==> src/rtl/hazard_flush_ctrl.sv <==
// Pipeline run/stall/flush producer: resolves load-use, taken branch/jump and
// multi-cycle data-memory waits, with a saturating stall counter and sticky timeout.
module hazard_flush_ctrl #(
  parameter int unsigned CNT_W    = 16,
  parameter int unsigned MAX_WAIT = 255
) (
  input  logic             clk_i,
  input  logic             rst_i,
  input  logic             IDEX_MemRead_i,
  input  logic [4:0]       IDEX_RT_i,
  input  logic [4:0]       IFID_RS_i,
  input  logic [4:0]       IFID_RT_i,
  input  logic             IFID_uses_rt_i,
  input  logic             branch_taken_i,
  input  logic             jump_i,
  input  logic             mem_req_i,
  input  logic             mem_ack_i,
  output logic             pc_write_o,
  output logic             ifid_write_o,
  output logic             ifid_flush_o,
  output logic             ctrl_flush_o,
  output logic             exmem_write_o,
  output logic [CNT_W-1:0] stall_cnt_o,
  output logic             timeout_o
);

  localparam int unsigned WAIT_W = 16;

  typedef enum logic {
    RUN      = 1'b0,
    MEM_WAIT = 1'b1
  } state_t;

  state_t            state_q, state_d;
  logic [WAIT_W-1:0] wait_q, wait_d;
  logic [CNT_W-1:0]  stall_cnt_q;
  logic              timeout_q;
  logic              freeze;
  logic              load_use;
  logic              redirect;

  assign load_use = IDEX_MemRead_i & (IDEX_RT_i != 5'd0) &
                    ((IDEX_RT_i == IFID_RS_i) |
                     (IFID_uses_rt_i & (IDEX_RT_i == IFID_RT_i)));
  assign redirect = branch_taken_i | jump_i;

  // State, wait counter, stall counter and sticky timeout
  always_ff @(posedge clk_i or negedge rst_i) begin
    if (!rst_i) begin
      state_q     <= RUN;
      wait_q      <= '0;
      stall_cnt_q <= '0;
      timeout_q   <= 1'b0;
    end else begin
      state_q <= state_d;
      wait_q  <= wait_d;
      if (!pc_write_o && (stall_cnt_q != {CNT_W{1'b1}})) begin
        stall_cnt_q <= stall_cnt_q + CNT_W'(1);
      end
      if (wait_d == WAIT_W'(MAX_WAIT)) begin
        timeout_q <= 1'b1;
      end
    end
  end

  // Next state and Mealy outputs; a freeze outranks any hazard and never flushes
  always_comb begin
    state_d       = state_q;
    wait_d        = wait_q;
    freeze        = 1'b0;
    pc_write_o    = 1'b1;
    ifid_write_o  = 1'b1;
    ifid_flush_o  = 1'b0;
    ctrl_flush_o  = 1'b0;
    exmem_write_o = 1'b1;

    case (state_q)
      RUN: begin
        if (mem_req_i && !mem_ack_i) begin
          freeze  = 1'b1;
          state_d = MEM_WAIT;
          wait_d  = WAIT_W'(1);
        end
      end
      MEM_WAIT: begin
        if (!mem_ack_i) begin
          freeze = 1'b1;
          if (wait_q < WAIT_W'(MAX_WAIT)) begin
            wait_d = wait_q + WAIT_W'(1);
          end
        end else begin
          state_d = RUN;
          wait_d  = '0;
        end
      end
      default: begin
        state_d = RUN;
        wait_d  = '0;
      end
    endcase

    if (freeze) begin
      pc_write_o    = 1'b0;
      ifid_write_o  = 1'b0;
      exmem_write_o = 1'b0;
    end else if (load_use) begin
      // Branch in ID is re-evaluated next cycle once the load has forwarded
      pc_write_o   = 1'b0;
      ifid_write_o = 1'b0;
      ctrl_flush_o = 1'b1;
    end else if (redirect) begin
      ifid_flush_o = 1'b1;
    end

    if (!rst_i) begin
      pc_write_o    = 1'b0;
      ifid_write_o  = 1'b0;
      exmem_write_o = 1'b0;
      ifid_flush_o  = 1'b1;
      ctrl_flush_o  = 1'b1;
    end
  end

  assign stall_cnt_o = stall_cnt_q;
  assign timeout_o   = timeout_q;

endmodule

==> config.mk <==
export PLATFORM = sky130hd
export DESIGN_NAME = hazard_flush_ctrl
export DESIGN_NICKNAME = d
export VERILOG_FILES = /design/src/rtl/hazard_flush_ctrl.sv
export SDC_FILE = /design/constraint.sdc
export NUM_CORES = 1
export LEC_CHECK = 0
export CORE_UTILIZATION = 37
export CTS_BUF_LIST = sky130_fd_sc_hd__clkbuf_16
export CTS_CLUSTER_SIZE = 25
export DETAILED_ROUTE_END_ITERATION = 7
export DONT_BUFFER_PORTS = 1
export GPL_ROUTABILITY_DRIVEN = 0
export PLACE_DENSITY = 0.48
export SYNTH_ARGS = -nofsm -noshare
export SYNTH_HDL_FRONTEND = slang
export SYNTH_SLANG_ARGS = --single-unit
==> constraint.sdc <==
create_clock -name clk_i -period 3 [get_ports clk_i]
set_clock_uncertainty 0.15 [all_clocks]
set_input_delay 0.3 -clock clk_i [delete_from_list [all_inputs] [get_ports clk_i]]
set_output_delay 0.3 -clock clk_i [all_outputs]
set_load 0.02 [all_outputs]
==> impl_metrics.ini, run 1 <==
[outcome]
status = finished clean

[sta]
worstMarginPinSlew_ns = 0.6813
setup_violations = 0
finalHoldViolations = 0
tns_ns = 0
setup_slack_ns = 0.5782
maxSlewViolCount = 0
fin_crit_ns = 2.422
timing.final.crit_share = 0.8073
grt_setup_unrepaired = false
fmax_mhz = 412.9
relSlewSlack = 0.5410

[clock_tree]
tritoncts = done
clock_latency_ns = 0.27
path_clk_slew_ns = 0.05
cts.sinks = 34
root_buffer = clkbuf_16
cts_made_buffers = 5
htreeDepth = 2
cts_buffer_depth = 2

[power]
p_total_uw = 1440
p_per_area_nw_per_um2 = 687.1
leakage_uw = 0.0008884
ir_drop_uv = 403.6

[worst_setup_path]
critPathCaptureType = flop
critical-path-top-delay-family = simple AND/OR/NAND/NOR gates
rrSetupSlack_ns = 0.58
crit_required_ns = 3.00
worstRegToRegCells = 6
critPathMaxStageDelay_ns = 0.54
slowest_stage = dfrtp_1
critPathArrivalTime_ns = 2.43
path_cells = nand4_1 > nor2_1 > and3_1 > and4_1 > nor2_2 > mux2_4
worst-setup-path-type = flop to flop
r2r_start = stall_cnt_o[6]
worstReg2RegEnd = stall_cnt_o[1]
cp.buffers_inverters = 0
start_kind = flop
path_max_fanout = 14

[synthesis]
synth_top_area_frac = 0.4576
synth-main-ff-cell = dfrtp_1
ys_seq_area_frac = 0.4576
synth_seq_cells = 34
async_flop_share = 1.000
synth_edf_count = 0
synth.area.top_cells = dfrtp_1 46%, xor2_1 5.7%, xnor2_1 5.2%
avgSynthCellArea_um2 = 9.943
synth_area_um2 = 1859
synthCells = 187
ys_warn_count = 0
syn_nets = 212
synth_largest_area_cell = dfrtp_1
synth_cell_type_count = 46

[detailed_routing]
viasPerCell = 5.395
vias = 1408
wl_mm = 3.966
ant_nets = 0
drc = 0
m1WireLength_mm = 1.889
drtIter0Drc = 60
met2_length_mm = 1.886
routed-wl-met3_um = 165
firstDrtPassIters = 4
dr.max_layer_used = met4
wire_per_inst_um = 15.20

[global_route]
track_usage = 0.1682
grt_pass1_wl_mm = 6.858
grt_max_degree = 35
globalRouteOverflowTotal = 0
grt_pass1_vias = 1469
grt_antenna_before_repair = 0

[cells_and_area]
synthToLayoutAreaGrowth_pct = 12.72
final_cell_mix = 34 x dfrtp_1, 19 x nand2_1, 12 x nor3_1, 12 x xor2_1
layout-drive-gt1-share = 0.09794
stdcell_count = 261
n_antenna_cell = 0
fill_cells = 459
nets = 219
fin_util = 0.4379
layout_commonest_cell = dfrtp_1

[hold_path]
worstHoldStart = mem_req_i
hold_path.class = primary input to flop
min_path_cells = 2
holdPathEnd = state_q

[floorplanning]
die-area_um2 = 5312
chipWidth_um = 72.89
die_y_um = 72.89
start_util = 0.3885
core_um2 = 4786
core.rowCount = 25
io_pins = 45

[placement]
io_buffers = 0
place_ws_ns = 0.6031
post-dp-hpwl_mm = 2.864
dp.cells = 251

[run]
drv_cap = 0
## timing repair
item	in CTS	in global routing
endpoints found under the setup margin	0	0
buffers inserted	0	0
hold endpoints to repair	36	0
hold buffers	3	0
resized for setup	0	0
## power breakdown
group          switching [uW]  internal (uW)  leakage [uW]
sequential                189            536      0.000429
combinational             121            117      0.000390
clock                     178            299     0.0000694
## worst max-delay path by stage
stage	startpoint	end	slack (ns)	depth (start not counted)
3_3_place_gp	stall_cnt_o[6]	stall_cnt_o[1]	0.67	6
4_1_cts	stall_cnt_o[6]	stall_cnt_o[1]	0.59	6
6_report	stall_cnt_o[6]	stall_cnt_o[1]	0.58	6
5_1_grt	stall_cnt_o[6]	stall_cnt_o[1]	0.43	6
2_1_floorplan	state_q	pc_write_o	0.86	7
3_5_place_dp	stall_cnt_o[6]	stall_cnt_o[1]	0.60	6
## state kept, by name, summed over array words and instances, names as in the netlist
signal,flops
stall_cnt_o,16
state_q,1
timeout_o,1
wait_q,16
## synthesized netlist by cell type (4+ instances only)
cell,n
nor2b_1,5
nand3_1,7
dfrtp_1,34
xnor2_1,11
a21oi_1,4
o21ai_0,6
nor2_1,11
and2_1,9
nand2_1,19
xor2_1,12
inv_1,4
nor3_1,12
## worst reg2reg max path, stage by stage (launching register included)
cell     delay [ns]
dfrtp_1        0.54
nand4_1        0.21
nor2_1         0.23
and3_1         0.23
and4_1         0.52
nor2_2         0.12
mux2_4         0.31
## kinds of logic (layout without fill, tap and decap cells)
family                   after synthesis  count (layout)  share of synthesized area
multiplexers                           4               4                    0.02422
XOR/XNOR                              23              23                     0.1083
flip-flops                            34              34                     0.4576
AO/OA/AOI/OAI                         30              30                     0.1191
buffers and inverters                 10              17                    0.03230
AND/OR/NAND/NOR                       84              84                     0.2450
adder cells (fa/ha/maj)                2               2                    0.01346
## routing by layer
metal	up-vias	global-route usage
li1	687	-
met2	29	0.2710
met3	2	0.04282
met5	-	0
met4	0	0.05882
met1	690	0.2199
## final cells by class
cell class                 instances  area (um^2)  area share
multi-input combinational        143        948.4      0.4525
sequential                        34        850.8      0.4060
clock buffer                       5        125.1     0.05970
tap                               67        83.83     0.04000
timing repair buffer               6        62.56     0.02985
inverter                           4        15.01    0.007164
clock inverter                     2        10.01    0.004776
## through the flow
step | hold slack, ns | cell area [um^2]
finish | 0.1203 | 2096
global route | 0.1526 | 2096
CTS | 0.1243 | 2096
detailed placement | -0.1445 | 1921
global placement | -0.1447 | 1921
floorplan | -0.1456 | 1859
No activity file was read; power rests on OpenSTA's default activity.
==> run 2: changes to the inputs <==
Settings changed: ABC_AREA set to 1, PLACE_DENSITY 0.48 to 0.5.
Clock period 3 ns to 2.2 ns, I/O delays scaled along.
==> run 2 against run 1 <==
Net effect:
- total power is 32% higher
- sequential cell count did not move
- register-to-register slack got worse by 0.35 ns
- synthesized cell count increased by 55%
- first-iteration DRC count grew 27%
- via count up 32%
- cell count rose by 46%
- clock-buffer cell count unchanged
- worst hold slack lost 0.081 ns
- sequential power rose by 2%
- critical endpoint is now ifid_write_o
==> impl_metrics.ini, run 2 <==
[outcome]
status = finished clean

[cells_and_area]
layout_commonest_cell = nand2_1
multi_input_area_um2 = 1109
synthToLayoutAreaGrowth_pct = 16.78
final_cell_mix = 85 x nand2_1, 39 x nand3_1, 34 x dfrtp_1
layout-drive-gt1-share = 0.1194
regArea_um2 = 850.8
nets = 334
fin_util = 0.4476
fill_cells = 579
n_antenna_cell = 0
fin_area_um2 = 2465

[power]
ir_drop_uv = 428.6
p_total_uw = 1906
p_per_area_nw_per_um2 = 773.1
leakage_uw = 0.001250

[global_route]
grt.busiest_layer = met2
globalRouteMet2Util = 0.3053
track_usage = 0.1840
grt_max_degree = 35
globalRouteOverflowTotal = 0
grt_pass1_vias = 1889
grt_pass1_wl_mm = 8.804
use_met3 = 0.03412
grt_antenna_before_repair = 0
grt_util_met1 = 0.2463

[worst_setup_path]
crit_required_ns = 1.83
critPathMaxStageDelay_ns = 0.40
worstRegToRegCells = 10
path_max_fanout = 9
worst-setup-path-type = flop to primary output
startpoint = state_q
worstReg2RegEnd = stall_cnt_o[13]
r2r_start = stall_cnt_o[1]
cp.buffers_inverters = 4
critPathArrivalTime_ns = 1.64
crit_top_cell = nor2_1
critPathCaptureType = primary output
start_kind = flop
path_cells = inv_2 > nor2_1 > nor2_1 > inv_1 > nor2_1 > nand2_2 > inv_1 > buf_4
critical-path-top-delay-family = buffers and inverters
rrSetupSlack_ns = 0.23
slowest_stage = dfrtp_1

[detailed_routing]
wire_per_inst_um = 12.77
drc = 0
viasPerCell = 4.874
firstDrtPassIters = 4
wl_mm = 4.880
drtIter0Drc = 76
vias = 1862
ant_nets = 0

[floorplanning]
core.rowCount = 27
start_util = 0.3833
io_pins = 45
chipWidth_um = 77.53
die_y_um = 77.53
die-area_um2 = 6011
core_um2 = 5507

[hold_path]
hold_path.class = primary input to flop
holdPathEnd = wait_q[12]
worstHoldStart = mem_ack_i
min_path_cells = 3

[synthesis]
synth_seq_cells = 34
synth_top_area_frac = 0.4031
avgSynthCellArea_um2 = 7.304
synth_common_cells = 87 x nand2_1, 39 x nand3_1, 34 x dfrtp_1
synthCells = 289
synth_cell_type_count = 29
ys_warn_count = 0
ys_seq_area_frac = 0.4031
synth_area_um2 = 2111
synth.area.top_cells = dfrtp_1 40%, nand2_1 15%, nand3_1 9.2%
synth-main-ff-cell = dfrtp_1
async_flop_share = 1.000
synth_edf_count = 0
yosysMostFrequentCell = nand2_1
syn_nets = 314
synth_largest_area_cell = dfrtp_1

[sta]
worstMarginPinSlew_ns = 0.4005
tns_ns = 0
fmax_mhz = 497.1
grt_setup_unrepaired = false
hold_ws_ns = 0.03919
finalHoldViolations = 0
relSlewSlack = 0.7327
fin_crit_ns = 2.012
setup_violations = 0
maxSlewViolCount = 0
timing.final.crit_share = 0.9144

[run]
drv_cap = 0

[clock_tree]
root_buffer = clkbuf_16
clock_latency_ns = 0.27
tritoncts = done
post_cts_buffers = 0
cts_buffer_depth = 2
cts.sinks = 34
path_clk_slew_ns = 0.05
cts_made_buffers = 5
htreeDepth = 2

[placement]
post-dp-hpwl_mm = 3.623
io_buffers = 0
dpl-instance-area_um2 = 2287
-- run 2: repair_timing --
| item | 4_1_cts | 5_1_grt |
|---|---|---|
| hold buffers | 2 | 0 |
| hold endpoints to repair | 34 | 0 |
| gates resized for setup | 0 | 3 |
| setup endpoints to repair | 0 | 19 |
-- run 2: metrics by stage --
step | setup WS [ns] | std cells
after global placement | 0.1993 | 372
after CTS | 0.1202 | 382
after detailed placement | 0.1351 | 372
final | 0.1884 | 382
after floorplan | 0.08121 | 289
after global routing | 0.01779 | 382
-- run 2: worst register-to-register path, delay by kind of cell (launching register included) --
kind	cells	cell delay, ns
DFF	1	0.35
and+or+nand+nor	7	0.85
buffers and inverters	2	0.32
adders and majority gates	1	0.20
-- run 2: cells by family after synthesis --
logic type / Yosys count / synth area share
xor gates and xnor gates: 23 / 0.09900
and+or+nand+nor: 175 / 0.3663
adders and majority gates: 2 / 0.01185
buffers and inverters: 38 / 0.07646
DFF: 34 / 0.4031
AOI/OAI and AO/OA: 17 / 0.04327
-- run 2: worst max-delay path by stage --
stage | end | slack (ns) | cells past startpoint
floorplan | pc_write_o | 0.08 | 9
global placement | stall_cnt_o[2] | 0.20 | 9
detailed placement | stall_cnt_o[2] | 0.14 | 9
CTS | stall_cnt_o[2] | 0.12 | 9
global route | stall_cnt_o[2] | 0.02 | 10
finish | ifid_write_o | 0.19 | 8
-- run 2: per-layer routing --
layer / share of wire / vias to the layer above
met5: 0 / -
met1: 0.49 / 853
li1: - / 969
met3: 0.043 / 2
met4: 0.0055 / 0
met2: 0.46 / 38
-- run 2: cell type report --
class,instances,share of cell area
flip-flops and latches,34,0.3452
repair buffers,19,0.06396
clock inverters,3,0.005076
clock buffers,5,0.05076
inverters,32,0.04873
multi-input cells,217,0.4497
well taps,72,0.03655
-- run 2: where the power goes --
group,internal [uW],switching (uW),total [uW]
combinational,199,314,514
sequential,692,49.4,741
clock,408,242,651
total,1300,606,1910
